## src/rtl/debounce_pkg.sv

```systemverilog
// Shared types and helpers for the level debouncer.
package debounce_pkg;

  typedef enum logic [1:0] {
    STABLE_LO = 2'd0,
    CHK_HI    = 2'd1,
    STABLE_HI = 2'd2,
    CHK_LO    = 2'd3
  } deb_state_t;

  // Width of the consecutive-sample counter; never narrower than one bit.
  function automatic int cnt_width(input int cycles);
    int w;
    w = $clog2(cycles);
    return (w < 1) ? 1 : w;
  endfunction

endpackage

```

## src/rtl/sync_ff_chain.sv

```systemverilog
// Plain flop-chain synchronizer for a single asynchronous bit.
module sync_ff_chain #(
  parameter int   STAGES    = 2,
  parameter logic RESET_VAL = 1'b0
) (
  input  logic clk,
  input  logic rst,
  input  logic d,
  output logic q
);

  logic [STAGES-1:0] chain;

  // Shift the raw input through the chain; nothing sits between stages.
  always_ff @(posedge clk) begin
    if (rst) chain <= {STAGES{RESET_VAL}};
    else     chain <= {chain[STAGES-2:0], d};
  end

  assign q = chain[STAGES-1];

endmodule

```

## src/rtl/sig_debounce_sync.sv

```systemverilog
// Synchronize a raw level, then accept a new level only after
// DEBOUNCE_CYCLES consecutive identical samples; flag aborted attempts.
module sig_debounce_sync
  import debounce_pkg::*;
#(
  parameter int   SYNC_STAGES     = 2,
  parameter int   DEBOUNCE_CYCLES = 4,
  parameter logic RESET_LEVEL     = 1'b0
) (
  input  logic clk,
  input  logic rst,
  input  logic sig_async,
  output logic sig_clean,
  output logic sig_busy,
  output logic glitch_pulse
);

  localparam int            CW      = cnt_width(DEBOUNCE_CYCLES);
  localparam logic [CW-1:0] CNT_MAX = CW'(DEBOUNCE_CYCLES - 1);
  localparam logic [CW-1:0] CNT_ONE = CW'(1);

  logic          sig_sync;
  deb_state_t    state, state_nxt;
  logic [CW-1:0] cnt, cnt_nxt;
  logic          clean_nxt, glitch_nxt;

  sync_ff_chain #(
    .STAGES    (SYNC_STAGES),
    .RESET_VAL (RESET_LEVEL)
  ) u_sync (
    .clk (clk),
    .rst (rst),
    .d   (sig_async),
    .q   (sig_sync)
  );

  // State, counter and registered outputs; reset lands in the reset-level stable state.
  always_ff @(posedge clk) begin
    if (rst) begin
      state        <= RESET_LEVEL ? STABLE_HI : STABLE_LO;
      cnt          <= '0;
      sig_clean    <= RESET_LEVEL;
      glitch_pulse <= 1'b0;
    end else begin
      state        <= state_nxt;
      cnt          <= cnt_nxt;
      sig_clean    <= clean_nxt;
      glitch_pulse <= glitch_nxt;
    end
  end

  // Next-state: a mismatch opens a check, a returning sample aborts it,
  // CNT_MAX+1 matching samples commit the new level.
  always_comb begin
    state_nxt  = state;
    cnt_nxt    = cnt;
    clean_nxt  = sig_clean;
    glitch_nxt = 1'b0;
    case (state)
      STABLE_LO: begin
        if (sig_sync) begin
          state_nxt = CHK_HI;
          cnt_nxt   = CNT_ONE;
        end else begin
          cnt_nxt   = '0;
        end
      end
      CHK_HI: begin
        if (!sig_sync) begin
          state_nxt  = STABLE_LO;
          cnt_nxt    = '0;
          glitch_nxt = 1'b1;
        end else if (cnt == CNT_MAX) begin
          state_nxt  = STABLE_HI;
          clean_nxt  = 1'b1;
          cnt_nxt    = '0;
        end else begin
          cnt_nxt    = cnt + CNT_ONE;
        end
      end
      STABLE_HI: begin
        if (!sig_sync) begin
          state_nxt = CHK_LO;
          cnt_nxt   = CNT_ONE;
        end else begin
          cnt_nxt   = '0;
        end
      end
      CHK_LO: begin
        if (sig_sync) begin
          state_nxt  = STABLE_HI;
          cnt_nxt    = '0;
          glitch_nxt = 1'b1;
        end else if (cnt == CNT_MAX) begin
          state_nxt  = STABLE_LO;
          clean_nxt  = 1'b0;
          cnt_nxt    = '0;
        end else begin
          cnt_nxt    = cnt + CNT_ONE;
        end
      end
      default: begin
        // Unknown encoding: fall back to the stable state matching the output.
        state_nxt = sig_clean ? STABLE_HI : STABLE_LO;
        cnt_nxt   = '0;
      end
    endcase
  end

  assign sig_busy = (state == CHK_HI) || (state == CHK_LO);

endmodule

```

## config.mk

```make
export PLATFORM = sky130hd
export DESIGN_NAME = sig_debounce_sync
export DESIGN_NICKNAME = d
export VERILOG_FILES = /design/src/rtl/debounce_pkg.sv /design/src/rtl/sync_ff_chain.sv /design/src/rtl/sig_debounce_sync.sv
export SDC_FILE = /design/constraint.sdc
export NUM_CORES = 1
export LEC_CHECK = 0
export BUFFER_PORTS_ARGS = -buffer_cell sky130_fd_sc_hd__buf_2
export CAP_MARGIN = 15
export CORE_AREA = 2 2 39 41
export CTS_CLUSTER_DIAMETER = 120
export CTS_CLUSTER_SIZE = 16
export DETAILED_ROUTE_END_ITERATION = 8
export DIE_AREA = 0 0 41 43
export PLACE_DENSITY = 0.43
export SETUP_SLACK_MARGIN = 0.2
export SYNTH_ARGS = -nofsm -noshare
export SYNTH_HDL_FRONTEND = slang
export SYNTH_SLANG_ARGS = --single-unit
```

## constraint.sdc

```tcl
create_clock -name clk -period 1.5 [get_ports clk]
set_input_delay 0.15 -clock clk [delete_from_list [all_inputs] [get_ports clk]]
set_output_delay 0.15 -clock clk [all_outputs]
set_load 0.01 [all_outputs]
```

==> impl_metrics.yaml <==
finish:
  num_antenna_cells: 0
  fillCellCount: 154
  syn_to_final_growth_pct: 19.4
  final_common_cell: "dfxtp_1"
  fin_nets: 39
  final_cell_mix: "8 x dfxtp_1, 5 x buf_2, 3 x clkbuf_4"
  drive_gt1_share_pct: 30.3
  finalNonFillerCells: 49
synth:
  synth_area_per_cell_sq_um: 10.8
  synth_area_sq_um: 290
  postSynthCellCount: 27
  yosysUniqueCellTypes: 18
  yosys_register_bits: 8
  synthesis.nets: 31
  ys_seq_area_share_pct: 55.2
  yosysWarnings: 0
clocking:
  ctsHoldBuffers: 0
  cts_root_buf: "clkbuf_4"
  clkLatencyLatePin_ns: 0.26
  clock_sinks: 8
  path_clk_slew_ns: 0.06
  cts_setup_buffers: 0
  numCtsBuffers: 3
  cts_max_level: 1
  post_cts_resized: 0
  cts_tree: "done"
  cts_max_path_buffers: 2
worst_setup_path:
  crit_type: "register to register"
  startpoint_type: "register"
  cp-end-kind: "register"
  crit_chain: "ha_1 -> a31o_1 -> a32o_1"
  slowest_delay_ns: 0.31
  critPathArrivalTime_ns: 1.24
  worstPathMaxFanout: 5
  critPathRequiredTime_ns: 1.64
  slowest_stage: "dfxtp_1"
routing:
  via_per_inst: 4.08
  num_vias: 200
  first_iter_violations: 2
  wirelength_um: 437
  wire_per_inst_um: 8.92
  drt_first_pass_iters: 2
  drc_errors: 0
  ant_nets: 0
sta:
  rsz0062_at_grt: "no"
  max_freq_mhz: 909
  setup_viol: 0
  tightest_slew_ns: 0.308
  fin_setup_tns_ns: 0
  min_period_ns: 1.10
  finalCritPeriodShare_pct: 73.3
  hold_viol: 0
  fin_worst_skew_ns: 0.0116
  drv_slew: 0
  slew-limit-headroom_pct: 79.3
die:
  chipWidth_um: 41
  die_y_um: 43
  num_io_pins: 6
  dieArea_sq_um: 1760
  placeableCoreArea_sq_um: 1380
  rows: 14
  start_util_pct: 21.0
global_routing:
  grt_pass1_wl_um: 738
  grtUsageTotal_pct: 7.35
  grt_overflow_total: 0
  grt_pass1_vias: 179
  grt_antenna_before_repair: 0
  grt_max_degree: 10
place:
  dp_hpwl_um: 340
  place_congestion: 0.682
  place_inst: 46
  io_buffers: 5
power_and_ir_drop:
  finalPower_mw: 0.397
  power_density_nw_per_um2: 1150
  p_leak_nw: 0.147
  ir_drop_mv: 0.382
job:
  cap_violations: 0
hold_path:
  min_path_type: "primary input to register"
outcome:
  outcome: "finished, final reports clean"
-- cells in the mapped netlist --
| master | count | area share, % |
|---|---|---|
| clkbuf_1 | 1 | 1.3 |
| a21oi_1 | 1 | 1.7 |
| a32o_1 | 1 | 3.4 |
| inv_1 | 1 | 1.3 |
| ha_1 | 1 | 4.3 |
| nand2_1 | 1 | 1.3 |
| nor2b_1 | 2 | 4.3 |
| nand3b_1 | 1 | 2.6 |
| buf_4 | 1 | 2.6 |
| a211oi_1 | 2 | 5.2 |
| nor2_1 | 1 | 1.3 |
| dfxtp_1 | 8 | 55 |
| nand3_1 | 1 | 1.7 |
| xnor2_1 | 1 | 3.0 |
| a31o_1 | 1 | 3.0 |
| nor3_1 | 1 | 1.7 |
| a21bo_2 | 1 | 3.4 |
| and3_2 | 1 | 2.6 |
-- metrics by stage --
step	hold slack, ns	worst slack (ns)	utilization [%]	area [sq um]
2_1_floorplan	0.219	0.462	-	290
3_3_place_gp	0.374	0.429	23.4	324
3_5_place_dp	0.391	0.421	23.4	324
4_1_cts	0.127	0.411	25.0	347
5_1_grt	0.130	0.368	25.0	347
6_report	0.128	0.400	25.0	347
-- logic make-up (layout without fill, tap and decap cells) --
kind of cell             after synthesis  count (layout)  share of synthesized area [%]
buffers and inverters                  3               9                           5.17
adder cells (fa/ha/maj)                1               1                           4.31
flip-flops                             8               8                           55.2
AND/OR/NAND/NOR                        8               8                           15.5
AO/OA/AOI/OAI                          6               6                           16.8
XOR/XNOR                               1               1                           3.02
-- worst paths after layout --
check	startpoint	endpoint	slack, ns	cells past startpoint
max	cnt[0]	sig_clean	0.40	3
min	sig_async	u_sync.chain[0]	0.13	2
max reg2reg	cnt[0]	sig_clean	0.40	3
min reg2reg	u_sync.chain[0]	u_sync.chain[1]	0.44	1
-- critical path: cells and delay by family, from the launching register on --
family / cells / cell delay (ns)
AO/OA/AOI/OAI: 2 / 0.42
adder cells (fa/ha/maj): 1 / 0.25
flip-flops: 1 / 0.31
-- routing by layer --
| layer | up-vias | global-route usage (%) | part of all wire [%] |
|---|---|---|---|
| li1 | 108 | - | - |
| met1 | 88 | 8.44 | 46 |
| met2 | 4 | 7.19 | 48 |
| met3 | 0 | 4.71 | 5.7 |
| met4 | 0 | 10.0 | 0 |
| met5 | - | 0 | 0 |
-- cell type report --
type                    count  area, sq um  area share (%)
repair buffers              5         25.0            7.22
multi-input cells          16          115            33.2
flip-flops and latches      8          160            46.2
clock buffers               3         22.5            6.50
well taps                  16         20.0            5.78
inverters                   1         3.75            1.08
-- where the power goes --
| part | switching [mW] | internal [mW] |
|---|---|---|
| combinational | 0.00720 | 0.00626 |
| sequential | 0.00330 | 0.217 |
| clock | 0.0720 | 0.0915 |
| total | 0.0825 | 0.315 |
Note: power is estimated with default switching activity, not from simulation.
